### src/rtl/pipeline_hazard_ctrl.sv
// Stall/flush scheduler: RAW hazard bubbles, data-memory wait/timeout FSM, branch flush.
// Optional build macro FORWARDING_EN: only load-use hazards stall (datapath forwards EXE/MEM).
module pipeline_hazard_ctrl #(
    parameter int REG_AW       = 4,
    parameter int MEM_WAIT_MAX = 15,
    parameter int CNT_W        = 16
) (
    input  logic              clk_i,
    input  logic              rst_ni,
    input  logic [REG_AW-1:0] src1_i,
    input  logic [REG_AW-1:0] src2_i,
    input  logic              src1_vld_i,
    input  logic              src2_vld_i,
    input  logic [REG_AW-1:0] exe_dest_i,
    input  logic              exe_wb_en_i,
    input  logic              exe_mem_rd_i,
    input  logic [REG_AW-1:0] mem_dest_i,
    input  logic              mem_wb_en_i,
    input  logic              branch_tkn_i,
    input  logic              mem_req_i,
    input  logic              mem_ready_i,
    output logic              freeze_if_o,
    output logic              freeze_id_o,
    output logic              nop_id_o,
    output logic              freeze_back_o,
    output logic              flush_o,
    output logic              mem_err_o,
    output logic [CNT_W-1:0]  stall_cnt_o,
    output logic [1:0]        state_o
);

    typedef enum logic [1:0] {
        IDLE = 2'd0,
        WAIT = 2'd1,
        ERR  = 2'd2
    } state_t;

    localparam logic [7:0] WAIT_MAX = 8'(MEM_WAIT_MAX);

    state_t           state_q, state_d;
    logic [7:0]       wait_cnt_q, wait_cnt_d;
    logic             mem_err_q, mem_err_d;
    logic [CNT_W-1:0] stall_cnt_q, stall_cnt_d;

    logic load_use, haz, mem_stall;

    assign load_use = exe_mem_rd_i & exe_wb_en_i &
                      ((src1_vld_i & (src1_i == exe_dest_i)) |
                       (src2_vld_i & (src2_i == exe_dest_i)));

`ifdef FORWARDING_EN
    assign haz = load_use;
`else
    logic hz1, hz2;
    assign hz1 = src1_vld_i & ((exe_wb_en_i & (src1_i == exe_dest_i)) |
                               (mem_wb_en_i & (src1_i == mem_dest_i)));
    assign hz2 = src2_vld_i & ((exe_wb_en_i & (src2_i == exe_dest_i)) |
                               (mem_wb_en_i & (src2_i == mem_dest_i)));
    // load_use is a subset of hz1|hz2 here; folding it in keeps every input live.
    assign haz = hz1 | hz2 | load_use;
`endif

    assign mem_stall = ((state_q == IDLE) & mem_req_i & ~mem_ready_i) |
                       (state_q == WAIT & ~mem_ready_i) |
                       (state_q == ERR);

    always_ff @(posedge clk_i or negedge rst_ni) begin
        if (!rst_ni) begin
            state_q     <= IDLE;
            wait_cnt_q  <= '0;
            mem_err_q   <= 1'b0;
            stall_cnt_q <= '0;
        end else begin
            state_q     <= state_d;
            wait_cnt_q  <= wait_cnt_d;
            mem_err_q   <= mem_err_d;
            stall_cnt_q <= stall_cnt_d;
        end
    end

    // mem_req dropping in WAIT is deliberately ignored: only ready or timeout exits.
    always_comb begin
        state_d    = state_q;
        wait_cnt_d = wait_cnt_q;
        mem_err_d  = mem_err_q;
        case (state_q)
            IDLE: begin
                if (mem_req_i && !mem_ready_i) begin
                    state_d    = WAIT;
                    wait_cnt_d = 8'd1;
                end
            end
            WAIT: begin
                if (mem_ready_i) begin
                    state_d    = IDLE;
                    wait_cnt_d = '0;
                end else if (wait_cnt_q == WAIT_MAX) begin
                    state_d   = ERR;
                    mem_err_d = 1'b1;
                end else begin
                    wait_cnt_d = wait_cnt_q + 8'd1;
                end
            end
            ERR:     state_d = ERR;
            default: state_d = IDLE;
        endcase
    end

    always_comb begin
        freeze_if_o   = 1'b0;
        freeze_id_o   = 1'b0;
        nop_id_o      = 1'b0;
        freeze_back_o = 1'b0;
        flush_o       = 1'b0;
        if (!rst_ni) begin
            freeze_if_o = 1'b0;
        end else if (mem_stall) begin
            freeze_if_o   = 1'b1;
            freeze_id_o   = 1'b1;
            freeze_back_o = 1'b1;
        end else if (branch_tkn_i) begin
            flush_o = 1'b1;
        end else if (haz) begin
            freeze_if_o = 1'b1;
            freeze_id_o = 1'b1;
            nop_id_o    = 1'b1;
        end
    end

    always_comb begin
        stall_cnt_d = stall_cnt_q;
        if (freeze_if_o && (stall_cnt_q != {CNT_W{1'b1}})) begin
            stall_cnt_d = stall_cnt_q + 1'b1;
        end
    end

    assign mem_err_o   = mem_err_q;
    assign stall_cnt_o = stall_cnt_q;
    assign state_o     = state_q;

endmodule

### config.mk
export PLATFORM = sky130hd
export DESIGN_NAME = pipeline_hazard_ctrl
export DESIGN_NICKNAME = d
export VERILOG_FILES = /design/src/rtl/pipeline_hazard_ctrl.sv
export SDC_FILE = /design/constraint.sdc
export NUM_CORES = 1
export LEC_CHECK = 0
export ABC_AREA = 1
export CAP_MARGIN = 30
export CORE_ASPECT_RATIO = 0.75
export CORE_UTILIZATION = 44
export CTS_CLUSTER_DIAMETER = 100
export CTS_CLUSTER_SIZE = 16
export DETAILED_ROUTE_END_ITERATION = 10
export PLACE_DENSITY = 0.77
export SYNTH_ARGS = -nofsm -noshare
export SYNTH_HDL_FRONTEND = slang
export SYNTH_SLANG_ARGS = --single-unit
### constraint.sdc
create_clock -name clk_i -period 1.84 [get_ports clk_i]
set_input_delay 0.276 -clock clk_i [delete_from_list [all_inputs] [get_ports clk_i]]
set_output_delay 0.276 -clock clk_i [all_outputs]
set_load 0.03 [all_outputs]
Yosys cells after proc, flatten, opt, wreduce, memory -nomap -nowiden
Cells that the tools add are included.
{"block": "totals", "ff_bits": 27, "inputBits": 26, "out_inout_bits": 24}
{"block": "op_classes", "add_sub_neg": 2, "n_eq_ne": 11, "mux": 19, "n_bitwise": 21, "n_reduce_logical": 8}
{"operator": "$mux W8", "n": 3}
{"operator": "$add A16 B1 Y16 const B", "n": 1}
{"operator": "$eq A4 B4 Y1", "n": 4}
{"operator": "$ne A16 B16 Y1 const B", "n": 1}
{"operator": "$pmux W8 S2", "n": 1}
{"operator": "$and A1 B1 Y1", "n": 13}
{"operator": "$mux W1", "n": 11}
{"operator": "$add A8 B1 Y8 const B", "n": 1}
{"operator": "$eq A8 B4 Y1 const B", "n": 1}
{"operator": "$or A1 B1 Y1", "n": 7}
{"operator": "$mux W2", "n": 3}
{"operator": "$pmux W2 S3", "n": 1}
{"operator": "$reduce_and A3 Y1", "n": 2}
{"operator": "$ne A3 B2 Y1 const B", "n": 1}
{"operator": "$ne A3 B3 Y1 const B", "n": 1}
{"operator": "$eq A2 B1 Y1 const B", "n": 1}
{"operator": "$eq A2 B2 Y1 const B", "n": 1}
{"operator": "$logic_and A1 B1 Y1", "n": 2}
{"operator": "$logic_not A2 Y1", "n": 1}
{"operator": "$ne A2 B1 Y1 const B", "n": 1}
{"operator": "$reduce_and A2 Y1", "n": 1}
{"operator": "$reduce_bool A2 Y1", "n": 1}
{"operator": "$logic_not A1 Y1", "n": 1}
{"operator": "$not A1 Y1", "n": 1}

Depth between registers and ports, before layout
Gate-level depths: netlist (run 1).
{"block": "logic_depth", "ltp_word": 11, "ltp_mapped": 14, "ltp_nobuf": 13}

Worst setup path after synthesis (run 1)
Ideal clock, no wire load.
{"block": "synth_timing", "kind": "flip-flop to output port", "from": "register state_q[0] (netlist: state_o[0])", "to": "output port freeze_if_o", "t_arrival_ps": 2375, "t_required_ps": 1564, "slack_ps": -811, "stages_incl_launch_ff": 9, "n_path_buf": 2, "cell_sequence": "dfrtp_1 nor2_1 nand2_1 nand2_1 nor2_1 inv_1 nand2_1 clkbuf_1 buf_4"}
{"block": "synth_via", "elab_chain_len": 7}
{"item": "start, declared", "line_no": "40", "source": "state_t state_q, state_d;"}
{"item": "start signal, assigned", "line_no": "74", "source": "state_q <= state_d;"}
{"item": "$logic_not A2 Y1", "line_no": "63", "source": "assign mem_stall = ((state_q == IDLE) & mem_req_i & ~mem_ready_i) |"}
{"item": "$and A1 B1 Y1 (2 in series)", "line_no": "63"}
{"item": "$or A1 B1 Y1", "line_no": "63"}
{"item": "$or A1 B1 Y1 *", "line_no": "64", "source": "(state_q == WAIT & ~mem_ready_i) |"}
{"item": "$mux W1 * (2 in series)"}
{"item": "end, declared", "line_no": "22", "source": "output logic freeze_if_o,"}
Mark *: on every way between the ends. The rest lies on a longest branch, timed or not.

Worst setup path in the final report (run 1)
{"block": "layout_timing", "from": "input port mem_ready_i", "to": "output port freeze_if_o"}
{"block": "layout_via", "elab_chain_len": 6}
{"item": "start, declared", "line_no": "21", "source": "input logic mem_ready_i,"}
{"item": "$not A1 Y1 *", "line_no": "63, 64"}
{"item": "$and A1 B1 Y1 (on tied branches)", "line_no": "63, 64"}
{"item": "$or A1 B1 Y1 *", "line_no": "63"}
{"item": "$or A1 B1 Y1 *", "line_no": "64"}
{"item": "$mux W1 *", "line_no": "117", "source": "end else if (mem_stall) begin"}
{"item": "$mux W1 *", "line_no": "115", "source": "if (!rst_ni) begin"}
Marks and branches as above.

==> results of run 1 <==
==> cell families (layout without fill, tap and decap cells) <==
group | after synthesis | after routing | synth area share [%]
and+or+nand+nor | 174 | 174 | 41.0
buffers and inverters | 36 | 111 | 7.99
DFF | 27 | 27 | 36.6
xor gates and xnor gates | 19 | 19 | 9.00
AOI/OAI and AO/OA | 14 | 14 | 4.06
adders and majority gates | 2 | 2 | 1.35
==> synth_stat cells, drive strengths merged (2+ instances only) <==
cell type	n
ha	2
o21ai	6
xnor2	10
a21oi	6
xor2	9
buf	3
nor2	36
dfrtp	27
inv	32
nand2	100
nand4	5
nand3	29
==> layer usage <==
| layer | part of all wire (%) | vias to the layer above | track usage (%) |
|---|---|---|---|
| met1 | 48 | 887 | 29.4 |
| met5 | 0 | - | 0 |
| met3 | 4.1 | 5 | 4.25 |
| li1 | - | 1002 | - |
| met2 | 47 | 32 | 36.6 |
| met4 | 0.96 | 0 | 5.77 |
==> cell type report <==
| cell class | count | area (um^2) |
|---|---|---|
| tap | 55 | 68.8 |
| clock buffer | 4 | 45.0 |
| fill | 364 | 1320 |
| sequential | 27 | 681 |
| multi-input combinational | 209 | 1110 |
| timing repair buffer | 75 | 691 |
| inverter | 32 | 120 |
==> registers in the layout, indices dropped and copies added, names as in the netlist <==
signal and flops:
mem_err_o 1, wait_cnt_q 8, stall_cnt_o 16, state_o 2
==> where the power goes <==
group	switching (mW)	internal [mW]	total, mW
Sequential	0.0797	0.692	0.772
Clock	0.188	0.156	0.344
Combinational	0.665	0.527	1.19
Total	0.933	1.37	2.31
==> what timing repair did <==
item	4_1_cts	5_1_grt
gates resized for setup	25	14
endpoints found under the setup margin	3	24
hold buffers	0	0
pin swaps	3	8
setup buffers	0	6
==> stage by stage <==
step	worst slack (ns)	hold slack, ns	area (um^2)
after floorplan	-0.0526	-0.0196	1910
after global placement	-0.122	0.450	2570
after detailed placement	-0.179	0.457	2570
after CTS	0.00237	0.431	2630
after global routing	-0.0500	0.450	2710
final	0.0597	0.413	2710
==> worst max path at each step <==
| stage | endpoint | slack (ns) | cells after the start |
|---|---|---|---|
| detailed placement | freeze_id_o | -0.18 | 12 |
| finish | freeze_if_o | 0.06 | 7 |
| global route | stall_cnt_o[5]$_DFFE_PN0P_ | -0.05 | 9 |
| global placement | freeze_if_o | -0.12 | 12 |
| floorplan | stall_cnt_o[3]$_DFFE_PN0P_ | -0.05 | 10 |
| CTS | nop_id_o | 0.002 | 9 |
==> impl_metrics.py, run 1 <==
metrics = {
    "yosys": {
        "synth-edff-count": 0,
        "synthCells": 272,
        "synth_area_leaders": "dfrtp_1 37%, nand2_1 20%, nand3_1 7.3%, nor2_1 7.1%, inv_1 6.3%",
        "netlist-cell-type-count": 27,
        "ys.flop_type": "dfrtp_1",
        "synth_nets": 300,
        "ys_ff_latch": 27,
        "avgSynthCellArea_um2": 6.79,
        "synth_top_cell_by_area": "dfrtp_1",
        "synth_area_um2": 1850,
        "synth.top_cell.area_share_pct": 36.6,
        "synth-seq-area-share_pct": 36.6,
        "async_reset_ff_share_pct": 100,
        "yosys_warnings": 0,
    },
    "power_and_ir_drop": {
        "power.density_nw_per_um2": 850,
        "leakage_nw": 1.45,
        "p_total_mw": 2.31,
        "ir_worst_vdd_mv": 0.596,
    },
    "setup_path": {
        "crit_required_ns": 1.56,
        "crit_buf_inv": 3,
        "worstPathMaxFanout": 5,
        "crit_chain": "clkdlybuf4s50_1 > o21ai_2 > nand2_2 > nor2_4 > inv_1 > nand2_4 > buf_6",
        "cp-start-kind": "input port",
        "r2r-end": "stall_cnt_o[5]$_DFFE_PN0P_",
        "worstSetupStartpoint": "mem_ready_i",
        "crit_path_top_delay_cell": "clkdlybuf4s50_1",
        "reg2reg_depth": 9,
        "r2r_slack_ns": 0.07,
        "worst-setup-path-type": "input port to primary output",
        "cp_data_arrival_time_ns": 1.50,
        "critical-path-max-stage-delay_ns": 0.46,
        "cp-end-kind": "primary output",
        "crit-reg2reg-launch": "stall_cnt_o[0]$_DFFE_PN0P_",
        "crit_family": "buffers and inverters",
    },
    "detailed_routing": {
        "vias_per_cell": 4.79,
        "wl_mm": 4.77,
        "firstDrtPassIters": 4,
        "wire_per_inst_um": 11.9,
        "num_vias": 1926,
        "postRouteAntennaNets": 0,
        "drt-initial-drc-count": 87,
        "drcViolationCount": 0,
    },
    "clocking": {
        "clock_path_buffers": 2,
        "cts_root_buf": "clkbuf_8",
        "numCtsBuffers": 3,
        "cts_tree": "yes",
        "cts_max_level": 1,
        "clkTransAtPathRegs_ns": 0.09,
        "clock-sinks": 27,
        "worstSkewPairLatency_ns": 0.28,
    },
    "layout": {
        "diodes": 0,
        "area_delta_synth_final_pct": 46.9,
        "drive_above_1_share_pct": 18.2,
        "fin_cells": 402,
        "nets": 376,
        "layout_common_cells": "93 x nand2_1, 30 x inv_1, 30 x nor2_1",
        "layout_commonest_cell": "nand2_1",
        "finalCoreUtilization_pct": 67.4,
    },
    "grt": {
        "gr-total-overflow": 0,
        "grt_usage_pct": 21.9,
        "grt_max_degree": 28,
        "antenna_found_initial": 0,
        "grt_pass1_vias": 1669,
        "grt_pass1_wl_mm": 7.65,
    },
    "worst_hold_path": {
        "hold_path.class": "input port to asynchronous set/reset pin",
    },
    "place": {
        "hpwl_mm": 3.59,
        "dp_cells": 392,
        "place.gp.congestion": 0.871,
        "port_buffers": 48,
    },
    "timing": {
        "tightest_slew_ns": 0.367,
        "hold_viol_final": 0,
        "rsz0062_at_grt": "yes",
        "final-setup-viol-count": 0,
        "fin_crit_sh_pct": 96.8,
        "slew-limit-headroom_pct": 75.5,
        "fmax_ghz": 0.562,
        "post-route-min-period_ns": 1.78,
        "skew_ns": 0.00224,
        "fin_tns_setup_ns": 0,
        "final-max-slew-violation-count": 0,
    },
    "floorplan": {
        "start_util_pct": 45.9,
        "dieWidth_um": 76.8,
        "fp-row-count": 20,
        "die-area_um2": 4470,
        "coreArea_um2": 4030,
        "die_h_um": 58.1,
        "io_pins": 50,
    },
    "run_status": {
        "status": "finished clean",
    },
    "job": {
        "cap_viol_max_count": 0,
    },
}
(Power assumes the default switching activity.)
==> run 2, diff against run 1 <==
- CORE_MARGIN: not set -> 4
- REMOVE_ABC_BUFFERS: not set -> 1
==> run 2 against run 1 <==
  * The run now ends with setup timing left
  * Register-to-register slack lost 0.12 ns
  * Critical path depth rose by 2
  * Sequential share of layout area decreased by 1.2 points
  * First-iteration DRC count increased by 31%
  * Combinational power is 8% higher
  * Die area up 19%
  * Cell count is 1.0% higher
  * Wire length increased by 7.5%
  * Worst setup slack got worse by 0.11 ns
  * Sequential power up 2%
  * Power increased by 5.6%
  * Largest cell class unchanged
==> impl_metrics.py, run 2 (synthesis results as in run 1) <==
metrics = {
    "floorplan": {
        "dieWidth_um": 82.8,
        "die-area_um2": 5310,
        "start_util_pct": 45.6,
        "die_h_um": 64.1,
        "fp-row-count": 20,
        "coreArea_um2": 4050,
        "io_pins": 50,
    },
    "worst_hold_path": {
        "hold_path.class": "input port to asynchronous set/reset pin",
    },
    "timing": {
        "final-setup-viol-count": 15,
        "post-route-min-period_ns": 1.89,
        "hold_viol_final": 0,
        "worst_slack_ns": -0.0477,
        "tightest_slew_ns": 0.350,
        "rsz0062_at_grt": "yes",
        "skew_ns": 0.0102,
        "fin_tns_setup_ns": -0.460,
        "final-max-slew-violation-count": 0,
        "fin_crit_sh_pct": 103,
        "fmax_ghz": 0.530,
        "slew-limit-headroom_pct": 76.5,
        "fin_hold_ws_ns": 0.388,
    },
    "grt": {
        "grt_pass1_wl_mm": 8.16,
        "antenna_found_initial": 0,
        "grt_usage_pct": 18.5,
        "grt_max_degree": 28,
        "grt_pass1_vias": 1839,
        "gr-total-overflow": 0,
    },
    "power_and_ir_drop": {
        "ir_worst_vdd_mv": 0.624,
        "leakage_nw": 1.53,
        "p_total_mw": 2.44,
        "power.density_nw_per_um2": 860,
    },
    "setup_path": {
        "worstPathMaxFanout": 6,
        "cp-start-kind": "register",
        "r2r_slack_ns": -0.05,
        "cp-end-kind": "register",
        "cp_data_arrival_time_ns": 2.06,
        "crit_required_ns": 2.01,
        "worst-setup-path-type": "register to register",
    },
    "detailed_routing": {
        "drcViolationCount": 0,
        "postRouteAntennaNets": 0,
        "wire_per_inst_um": 12.6,
        "drt-initial-drc-count": 114,
        "num_vias": 1990,
        "firstDrtPassIters": 6,
        "vias_per_cell": 4.90,
        "wl_mm": 5.13,
    },
    "clocking": {
        "cts_tree": "yes",
        "numCtsBuffers": 3,
        "clock-sinks": 27,
        "clock_path_buffers": 2,
        "cts_max_level": 1,
        "cts_root_buf": "clkbuf_8",
        "clkTransAtPathRegs_ns": 0.11,
        "worstSkewPairLatency_ns": 0.28,
    },
    "layout": {
        "layout_common_cells": "94 x nand2_1, 31 x inv_1, 31 x buf_4",
        "layout_commonest_cell": "nand2_1",
        "area_delta_synth_final_pct": 53.2,
        "diodes": 0,
        "seq_area_um2": 677,
        "largest_reg_flops": 16,
        "finalCoreUtilization_pct": 69.8,
        "multi_input_area_um2": 1170,
        "nFillCells": 352,
        "nets": 380,
        "drive_above_1_share_pct": 21.1,
    },
    "place": {
        "place.gp.congestion": 0.848,
        "port_buffers": 48,
        "pre_cts_ws_ns": -0.290,
        "hpwl_mm": 3.64,
    },
    "run_status": {
        "status": "finished, violations left",
        "failed_checks": "setup timing",
    },
    "job": {
        "cap_viol_max_count": 0,
    },
}
==> run 2: changes by cell type in the layout (fill, tap and decap cells not counted), moves of 2 or more <==
cell / before / now
buf_4: 27 / 31
clkdlybuf4s50_1: 24 / 21
dfrtp_1: 23 / 26
dfrtp_2: 4 / 1
dlygate4sd2_1: 14 / 12
dlymetal6s2s_1: 4 / 9
nand3_1: 26 / 16
nand3_2: 2 / 12
nor2_1: 30 / 28
==> run 2: worst paths after layout <==
kind                                       startpoint                          end  depth (start not counted)
setup / recovery           stall_cnt_o[1]$_DFFE_PN0P_  stall_cnt_o[15]$_DFFE_PN0P_                          9
hold / removal                                 rst_ni    wait_cnt_q[0]$_DFFE_PN0P_                          2
setup reg to reg           stall_cnt_o[1]$_DFFE_PN0P_  stall_cnt_o[15]$_DFFE_PN0P_                          9
hold reg to reg                 mem_err_o$_DFFE_PN0P_        mem_err_o$_DFFE_PN0P_                          2
max in group asynchronous                      rst_ni  stall_cnt_o[13]$_DFFE_PN0P_                          2
min in group clk_i              mem_err_o$_DFFE_PN0P_        mem_err_o$_DFFE_PN0P_                          2
==> run 2: report_power, final <==
group / switching [mW] / total, mW / internal, mW
clock network: 0.203 / 0.357 / 0.154
logic: 0.709 / 1.29 / 0.584
registers: 0.0979 / 0.786 / 0.688
total: 1.01 / 2.44 / 1.43
==> run 2: per-stage QoR <==
step / cells / instance area, um^2
global placement: 390 / 2510
floorplan: 268 / 1820
detailed placement: 390 / 2510
global route: 406 / 2830
CTS: 394 / 2570
finish: 406 / 2830
==> run 2: repair_timing <==
item	4_1_cts	5_1_grt
gates cloned	0	1
buffers inserted	0	11
pin swaps	2	25
resized for setup	23	38
hold buffers	0	0
hold endpoints to repair	0	0
endpoints found under the setup margin	3	26
==> run 2: cell type report <==
cell class                 count  share of cell area (%)
sequential                    27                    23.9
tap                           55                    2.43
multi-input combinational    209                    41.2
clock buffer                   3                    1.46
timing repair buffer          79                    26.5
inverter                      32                    4.24
clock inverter                 1                   0.265
==> run 2: worst max-delay path, cell delays in order, from the launching register on <==
cell and delay [ns]:
dfrtp_1 0.41, ha_4 0.17, nand3_4 0.09, nor3b_4 0.24, nand3_2 0.13, nor2_4 0.18, nand4_4 0.21, clkbuf_16 0.25
nand3_2 0.06, nand2_1 0.05
==> run 2: layer usage <==
metal,vias up,track usage [%],routed length (um)
met5,-,0,0
met4,0,0.612,22
met3,4,4.12,225
met2,37,32.1,2480
met1,942,25.1,2400
li1,1007,-,-
==> run 3, diff against run 2 <==
- REMOVE_ABC_BUFFERS: 1 -> not set
==> run 3 against run 2 <==
  * The run now ends clean
  * Sequential share of layout area grew 2.1 points
  * Sequential power barely moved
  * Core utilization shrank 5.2 points
  * Worst setup slack better by 0.11 ns
  * Global-route usage fell by 0.24 points
  * Largest power group unchanged
  * Non-clock buffer count shrank 12
==> impl_metrics.py, run 3 (synthesis results as in run 1) <==
metrics = {
    "grt": {
        "antenna_found_initial": 0,
        "grt_pass1_wl_mm": 8.07,
        "gr-total-overflow": 0,
        "grt_usage_pct": 18.3,
        "grt_max_degree": 28,
        "grt_pass1_vias": 1845,
    },
    "layout": {
        "drive_above_1_share_pct": 15.0,
        "area_delta_synth_final_pct": 41.8,
        "diodes": 0,
        "nets": 368,
        "layout_commonest_cell": "nand2_1",
        "fin_cells": 394,
        "layout_common_cells": "96 x nand2_1, 31 x inv_1, 30 x nor2_1",
        "nFillCells": 379,
        "largest_reg_flops": 16,
    },
    "power_and_ir_drop": {
        "power.density_nw_per_um2": 864,
        "p_total_mw": 2.26,
        "leakage_nw": 1.42,
        "ir_worst_vdd_mv": 0.629,
    },
    "detailed_routing": {
        "drcViolationCount": 0,
        "firstDrtPassIters": 4,
        "num_vias": 1869,
        "wire_per_inst_um": 12.0,
        "wl_mm": 4.71,
        "vias_per_cell": 4.74,
        "drt-initial-drc-count": 93,
        "postRouteAntennaNets": 0,
    },
    "floorplan": {
        "coreArea_um2": 4050,
        "start_util_pct": 45.6,
        "io_pins": 50,
        "dieWidth_um": 82.8,
        "fp-row-count": 20,
        "die-area_um2": 5310,
        "die_h_um": 64.1,
    },
    "job": {
        "cap_viol_max_count": 0,
    },
    "clocking": {
        "clock-sinks": 27,
        "worstSkewPairLatency_ns": 0.28,
        "numCtsBuffers": 3,
        "clock_path_buffers": 2,
        "cts_max_level": 1,
        "holdBufCountCts": 0,
        "clkTransAtPathRegs_ns": 0.09,
        "cts_tree": "yes",
        "cts_root_buf": "clkbuf_8",
    },
    "place": {
        "place.gp.congestion": 0.810,
        "dp_cells": 387,
        "port_buffers": 48,
        "hpwl_mm": 3.57,
    },
    "timing": {
        "final-max-slew-violation-count": 0,
        "final-setup-viol-count": 0,
        "post-route-min-period_ns": 1.78,
        "fmax_ghz": 0.563,
        "tightest_slew_ns": 0.356,
        "slew-limit-headroom_pct": 76.3,
        "hold_viol_final": 0,
        "rsz0062_at_grt": "yes",
        "fin_crit_sh_pct": 96.6,
        "skew_ns": 0.00237,
    },
    "run_status": {
        "status": "finished clean",
    },
    "setup_path": {
        "crit_chain": "clkdlybuf4s50_1",
        "cp-start-kind": "register",
        "cp-end-kind": "primary output",
        "worstPathMaxFanout": 5,
        "reg2reg_depth": 9,
        "crit_family": "buffers and inverters",
        "worst-setup-path-type": "register to primary output",
        "critical-path-max-stage-delay_ns": 0.73,
        "r2r_slack_ns": 0.07,
        "cp_data_arrival_time_ns": 1.50,
        "crit-reg2reg-launch": "stall_cnt_o[0]$_DFFE_PN0P_",
        "r2r-end": "stall_cnt_o[7]$_DFFE_PN0P_",
        "crit_buf_inv": 1,
        "crit_required_ns": 1.56,
        "crit_path_top_delay_cell": "clkdlybuf4s50_1",
    },
    "worst_hold_path": {
        "hold_path.class": "input port to asynchronous set/reset pin",
    },
}
run 3: metrics by stage:
stage	utilization [%]	setup TNS (ns)	cell area, um^2	worst slack (ns)	hold slack [ns]
5_1_grt	64.7	-0.0978	2620	-0.0255	0.461
6_report	64.7	0	2620	0.0628	0.405
2_1_floorplan	-	-0.675	1910	-0.0526	-0.0196
4_1_cts	63.4	0	2570	0.00455	0.430
3_3_place_gp	62.1	-2.02	2520	-0.151	0.446
3_5_place_dp	62.1	-2.58	2520	-0.159	0.449
run 3: worst max-delay path by stage:
stage,cells after the start,to,start
detailed placement,11,wait_cnt_q[7]$_DFFE_PN0P_,mem_ready_i
finish,1,stall_cnt_o[12],stall_cnt_o[12]$_DFFE_PN0P_
floorplan,10,stall_cnt_o[3]$_DFFE_PN0P_,stall_cnt_o[0]$_DFFE_PN0P_
global placement,10,wait_cnt_q[5]$_DFFE_PN0P_,mem_ready_i
CTS,10,nop_id_o,src1_i[3]
global route,9,stall_cnt_o[7]$_DFFE_PN0P_,stall_cnt_o[0]$_DFFE_PN0P_
run 3: layout make-up:
class / instances / area, um^2 / share of cell area [%]
Multi-Input combinational cell: 209 / 1090 / 41.5
Sequential cell: 27 / 681 / 26.0
Timing Repair Buffer: 67 / 618 / 23.6
Inverter: 32 / 120 / 4.58
Tap cell: 55 / 68.8 / 2.63
Clock buffer: 3 / 41.3 / 1.58
Clock inverter: 1 / 5.00 / 0.191
run 3: per-layer routing:
metal,global-route usage (%),routed length [um]
met1,24.1,2250
met2,30.5,2200
met3,3.99,187
met4,4.69,65
met5,0,0
run 3: power by group:
group	leakage [nW]	switching, mW	total [mW]	internal (mW)
sequential	0.357	0.0954	0.787	0.692
clock	0.0255	0.197	0.349	0.152
combinational	1.04	0.649	1.13	0.478
run 3: repair_timing:
| action | CTS | global route |
|---|---|---|
| setup buffers | 1 | 2 |
| endpoints found under the setup margin | 3 | 25 |
| resized for setup | 18 | 13 |
| cloned | 0 | 0 |
| endpoints found under the hold margin | 0 | 0 |
| pin swaps | 4 | 3 |
